<file path="config.mk">
export PLATFORM = sky130hd
export DESIGN_NAME = key_ctrl
export DESIGN_NICKNAME = d
export VERILOG_FILES = /design/src/rtl/key_ctrl.sv
export SDC_FILE = /design/constraint.sdc
export NUM_CORES = 1
export LEC_CHECK = 0
export ABC_AREA = 1
export BUFFER_PORTS_ARGS = -buffer_cell sky130_fd_sc_hd__buf_2
export CAP_MARGIN = 20
export CELL_PAD_IN_SITES_DETAIL_PLACEMENT = 2
export CELL_PAD_IN_SITES_GLOBAL_PLACEMENT = 2
export CORE_MARGIN = 2
export CORE_UTILIZATION = 38
export DETAILED_ROUTE_END_ITERATION = 10
export PLACE_DENSITY_LB_ADDON = 0.1
export SYNTH_ARGS = -nofsm -noshare
export SYNTH_HDL_FRONTEND = slang
export SYNTH_SLANG_ARGS = --single-unit
</file>
<file path="constraint.sdc">
create_clock -name sclk -period 1.8 [get_ports sclk]
set_input_delay 0.09 -clock sclk [delete_from_list [all_inputs] [get_ports sclk]]
set_output_delay 0.09 -clock sclk [all_outputs]
set_load 0.03 [all_outputs]
</file>
<file path="src/rtl/key_ctrl.sv">
// Front-panel key front end: synchronises and debounces three active-low buttons,
// toggles stop/play and emits single-cycle inc/dec pulses with auto-repeat.
module key_ctrl #(
  parameter int DEBOUNCE_CYCLES   = 1_000_000,
  parameter int LONG_PRESS_CYCLES = 40_000_000,
  parameter int REPEAT_CYCLES     = 5_000_000
) (
  input  logic sclk,
  input  logic nrst,
  input  logic key_mode,
  input  logic key_inc,
  input  logic key_dec,
  output logic state,
  output logic inc_sig,
  output logic dec_sig
);

  localparam int DB_W     = (DEBOUNCE_CYCLES > 1) ? $clog2(DEBOUNCE_CYCLES) : 1;
  localparam int HOLD_MAX = (LONG_PRESS_CYCLES > REPEAT_CYCLES) ? LONG_PRESS_CYCLES : REPEAT_CYCLES;
  localparam int HOLD_W   = (HOLD_MAX > 1) ? $clog2(HOLD_MAX) : 1;

  localparam logic [DB_W-1:0]   DB_LAST   = DB_W'(DEBOUNCE_CYCLES - 1);
  localparam logic [HOLD_W-1:0] LONG_LAST = HOLD_W'(LONG_PRESS_CYCLES - 1);
  localparam logic [HOLD_W-1:0] RPT_LAST  = HOLD_W'(REPEAT_CYCLES - 1);

  localparam logic [1:0] IDLE   = 2'd0;
  localparam logic [1:0] HOLD   = 2'd1;
  localparam logic [1:0] REPEAT = 2'd2;

  // Bit 0 = mode, bit 1 = inc, bit 2 = dec throughout.
  logic [2:0]      raw_keys;
  logic [2:0]      sync_a;
  logic [2:0]      sync_b;
  logic [2:0]      deb;
  logic [2:0]      deb_prev;
  logic [2:0]      press;
  logic [DB_W-1:0] db_cnt [3];

  logic [1:0]        rpt_state [2];
  logic [1:0]        rpt_next  [2];
  logic [HOLD_W-1:0] hold_cnt  [2];
  logic [HOLD_W-1:0] hold_next [2];
  logic [1:0]        req;

  assign raw_keys = {key_dec, key_inc, key_mode};
  assign press    = deb_prev & ~deb;

  always_ff @(posedge sclk or negedge nrst) begin
    if (!nrst) begin
      sync_a   <= 3'b111;
      sync_b   <= 3'b111;
      deb      <= 3'b111;
      deb_prev <= 3'b111;
      for (int i = 0; i < 3; i++) db_cnt[i] <= '0;
    end else begin
      sync_a   <= raw_keys;
      sync_b   <= sync_a;
      deb_prev <= deb;
      for (int i = 0; i < 3; i++) begin
        if (sync_b[i] != deb[i]) begin
          if (db_cnt[i] == DB_LAST) begin
            deb[i]    <= sync_b[i];
            db_cnt[i] <= '0;
          end else begin
            db_cnt[i] <= db_cnt[i] + 1'b1;
          end
        end else begin
          db_cnt[i] <= '0;
        end
      end
    end
  end

  // A release (debounced level back to 1) wins over a due repeat in the same cycle.
  always_comb begin
    for (int j = 0; j < 2; j++) begin
      rpt_next[j]  = rpt_state[j];
      hold_next[j] = hold_cnt[j];
      req[j]       = 1'b0;
      case (rpt_state[j])
        IDLE: begin
          if (press[j+1]) begin
            rpt_next[j]  = HOLD;
            hold_next[j] = '0;
            req[j]       = 1'b1;
          end
        end
        HOLD: begin
          if (deb[j+1]) begin
            rpt_next[j]  = IDLE;
            hold_next[j] = '0;
          end else if (hold_cnt[j] == LONG_LAST) begin
            rpt_next[j]  = REPEAT;
            hold_next[j] = '0;
            req[j]       = 1'b1;
          end else begin
            hold_next[j] = hold_cnt[j] + 1'b1;
          end
        end
        REPEAT: begin
          if (deb[j+1]) begin
            rpt_next[j]  = IDLE;
            hold_next[j] = '0;
          end else if (hold_cnt[j] == RPT_LAST) begin
            hold_next[j] = '0;
            req[j]       = 1'b1;
          end else begin
            hold_next[j] = hold_cnt[j] + 1'b1;
          end
        end
        default: begin
          rpt_next[j]  = IDLE;
          hold_next[j] = '0;
        end
      endcase
    end
  end

  always_ff @(posedge sclk or negedge nrst) begin
    if (!nrst) begin
      for (int j = 0; j < 2; j++) begin
        rpt_state[j] <= IDLE;
        hold_cnt[j]  <= '0;
      end
    end else begin
      for (int j = 0; j < 2; j++) begin
        rpt_state[j] <= rpt_next[j];
        hold_cnt[j]  <= hold_next[j];
      end
    end
  end

  // Coincident inc/dec requests cancel each other; the FSMs carry on regardless.
  always_ff @(posedge sclk or negedge nrst) begin
    if (!nrst) begin
      state   <= 1'b0;
      inc_sig <= 1'b0;
      dec_sig <= 1'b0;
    end else begin
      state   <= state ^ press[0];
      inc_sig <= req[0] & ~req[1];
      dec_sig <= req[1] & ~req[0];
    end
  end

endmodule
</file>
==> results by group <==
Outcome
  – Status: finished, violations left
  – Violated checks: negative setup slack

Power and ir drop
  – Peak VDD IR: 0.727 mV
  – Combinational power share: 0.031
  – Register share of total power: 0.436
  – Cell Int Power: 5.14 mW
  – Pwr Density: 724 nW/um^2
  – Share of total power in the clock network: 0.533
  – Net Switching: 1.73 mW
  – LEAKAGE: 4.02 nW
  – Sw frac: 0.252

Die
  – Die width: 141 um
  – Die H: 141 um
  – Initial core utilization: 0.385
  – IO Pins: 8
  – Core area: 18600 sq um
  – Row count: 50
  – Die ar.: 20000 sq um

Yosys
  – Register bit count reported by yosys: 131
  – Syn Std Cell Area: 7170 sq um
  – Distinct cells, synth: 38
  – Yosys warns: 0
  – Post-synth ARST share: 1.00
  – Cells after Synth: 939
  – Ys flop type: dfrtp_1
  – Syn avg cell area: 7.64 sq um
  – Synthesized Nets: 957
  – Sequential area share after synthesis: 0.459
  – Number of enable-type register cells in the synthesized netlist: 0

Timing
  – Unrepaired setup endpoints after global routing: true
  – Final setup violation count: 73
  – Final Hold Viols: 0
  – Fmax: 495 MHz
  – Setup tns final: -10.62 ns
  – Worst slew pin tran: 0.570 ns
  – Tmin final: 2.02 ns
  – Max Slew Vio Count: 0
  – Final period util: 1.12
  – Clock skew: 0.0145 ns
  – Worst setup margin: -0.219 ns
  – Max-Slew Margin vs Limit: 0.617

Setup path
  – Crit-path max cell delay: 0.43 ns
  – Crit path kind: register to register
  – Crit-path max FO: 6
  – CP delay by family, top: simple AND/OR/NAND/NOR gates
  – Nature of the critical path endpoint: register
  – Crit-path slowest cell: dfrtp_1
  – WP buf/inv: 1
  – Worst-path cell chain: ha_4 -> nand2_4 -> nor2_4 -> nand2_2 -> nor2_4 -> nand2_2 -> nand2_4 -> nand2_4 -> a21oi_4 -> buf_6 -> nor2_1
  – Worst setup SP type: register
  – Most used cell, CP: nand2_4
  – WP data arrival: 2.35 ns
  – CP required: 2.13 ns

Final layout
  – Layout area overhead: 32.3%
  – Layout Cells excl Fill: 1297
  – Number of inserted diodes: 0
  – Layout cells sized above 1: 0.284
  – Final instance area: 9490 sq um
  – Fin nets: 1068
  – Layout Utilization: 0.509

CTS
  – Root buffer cell: clkbuf_16
  – Reg clk slew, reported paths: 0.07 ns
  – CTS max path bufs: 2
  – H-tree depth: 4
  – CTS tree: yes
  – CTS buffer count: 17
  – Clock latency at the later pin of the worst-skew pair: 0.45 ns
  – Clk sinks: 131

Route
  – WL per Instance: 25.3 um
  – WL final: 32800 um
  – DR vias/cell: 5.55
  – Via count: 7200
  – # DRC: 0
  – ANT nets after route: 0
  – Iteration-0 DRC count of the detailed router: 296
  – Pre-antenna DRT Iters: 4

Placement
  – HPWL after DPL: 15800 um
  – Setup WS pre-CTS: -0.164 ns
  – Port bufs: 7
  – DP Cell Count: 1206
  – GP Congestion: 0.825
  – Area after detailed placement: 7740 sq um

Global route
  – Number of global-route vias before repair: 7921
  – Gr usage total: 0.288
  – Pin count of the biggest net entering global routing: 52
  – Initial antenna violation count: 0
  – GRT overflow: 0
  – First-pass GRT wire length: 44400 um

Min path
  – Hold crit path type: input pin to asynchronous set/reset pin

Flow run
  – Max-cap violations: 0
[cells in the final DEF, fill, tap and decap left out, types with 3 or more instances in the layout]
master / netlist / layout
a21oi_1: 26 / 22
a21oi_2: 0 / 4
buf_12: 0 / 4
buf_2: 4 / 6
buf_4: 2 / 79
buf_6: 1 / 4
clkbuf_16: 0 / 17
clkinv_4: 0 / 3
clkinvlp_4: 0 / 4
dfrtp_1: 119 / 111
dfrtp_2: 0 / 8
dfstp_2: 12 / 12
dlygate4sd3_1: 0 / 4
ha_1: 13 / 7
ha_4: 0 / 4
inv_1: 125 / 116
inv_2: 0 / 7
inv_6: 0 / 4
mux2_2: 3 / 3
nand2_1: 197 / 173
nand2_2: 4 / 17
nand2_4: 1 / 12
nand3_1: 66 / 57
nand3_2: 0 / 7
nand4_1: 24 / 24
nor2_1: 188 / 127
nor2_2: 19 / 47
nor2_4: 1 / 34
nor3_1: 27 / 24
nor3_2: 1 / 4
o21a_1: 3 / 3
o21ai_0: 30 / 20
o21ai_1: 1 / 8
o21ai_2: 0 / 3
xnor2_1: 10 / 10
xor2_1: 43 / 41
[kinds of logic (layout without fill, tap and decap cells)]
group | after synthesis | count (layout) | synth area share
simple gates | 537 | 537 | 0.320
buf+inv | 134 | 258 | 0.0745
flops | 131 | 131 | 0.459
compound gates | 68 | 68 | 0.0537
xor+xnor | 53 | 53 | 0.0647
fa+ha+maj | 13 | 13 | 0.0227
mux | 3 | 3 | 0.00471
[cells in the mapped netlist (3+ instances only)]
master,count,share of area
nand2_2,4,0.0035
a21oi_1,26,0.018
buf_2,4,0.0028
ha_1,13,0.023
dfrtp_1,119,0.42
mux2_2,3,0.0047
xnor2_1,10,0.012
o21a_1,3,0.0031
dfstp_2,12,0.044
nand4_1,24,0.021
nand3_1,66,0.046
nor3_1,27,0.019
o21ai_0,30,0.021
nor2_1,188,0.098
nand2_1,197,0.10
inv_1,125,0.065
xor2_1,43,0.053
nor2_2,19,0.017
[power groups by stage]
stage                     registers [mW]  logic, mW  clock network, mW
after detailed placement            3.04      0.169                  0
after global routing                3.00      0.232               3.79
final                               3.00      0.211               3.66
after CTS                           2.99      0.182               3.62
after floorplan                     3.04     0.0537                  0
after global placement              3.04      0.159                  0
[path summary, 6_finish.rpt]
path	start	end	slack, ns	depth (start not counted)
setup / recovery	hold_cnt[27]	hold_cnt[31]	-0.22	11
hold / removal	nrst	hold_cnt[41]	0.16	2
setup reg to reg	hold_cnt[27]	hold_cnt[31]	-0.22	11
hold reg to reg	sync_a[1]	sync_b[1]	0.36	0
max in group asynchronous	nrst	hold_cnt[8]	0.92	3
min in group sclk	key_dec	sync_a[2]	0.28	2
[sequential cells by signal, indices dropped and copies added, names as in the netlist, 3 cells and up]
signal     cells
db_cnt        60
sync_b         3
sync_a         3
rpt_state      4
hold_cnt      52
deb_prev       3
deb            3
[per-layer routing]
metal / up-vias / global-route usage / share of wire
met5: - / 0 / 0
met1: 3713 / 0.344 / 0.41
met3: 107 / 0.0456 / 0.032
met4: 0 / 0.119 / 0.042
li1: 3183 / - / -
met2: 197 / 0.517 / 0.52
[cell type report]
| type | count | area, sq um |
|---|---|---|
| Clock buffer | 19 | 443 |
| Clock inverter | 13 | 149 |
| Sequential cell | 131 | 3300 |
| Fill cell | 2049 | 9160 |
| Multi-Input combinational cell | 674 | 3950 |
| Inverter | 125 | 475 |
| Tap cell | 234 | 293 |
| Timing Repair Buffer | 101 | 873 |
[per-stage QoR]
| stage | power (mW) | hold WS, ns |
|---|---|---|
| after floorplan | 3.09 | -0.206 |
| after global placement | 3.20 | 0.0748 |
| after detailed placement | 3.21 | 0.0800 |
| after CTS | 6.79 | 0.182 |
| after global routing | 7.02 | 0.196 |
| final | 6.87 | 0.163 |
[timing repair]
action	4_1_cts	5_1_grt
hold endpoints to repair	49	0
pin swaps	11	34
endpoints found under the setup margin	59	96
hold buffers	4	0
cloned	5	0
buffers inserted	27	31
gates resized for setup	51	157
Note: power is estimated with default switching activity, not from simulation.
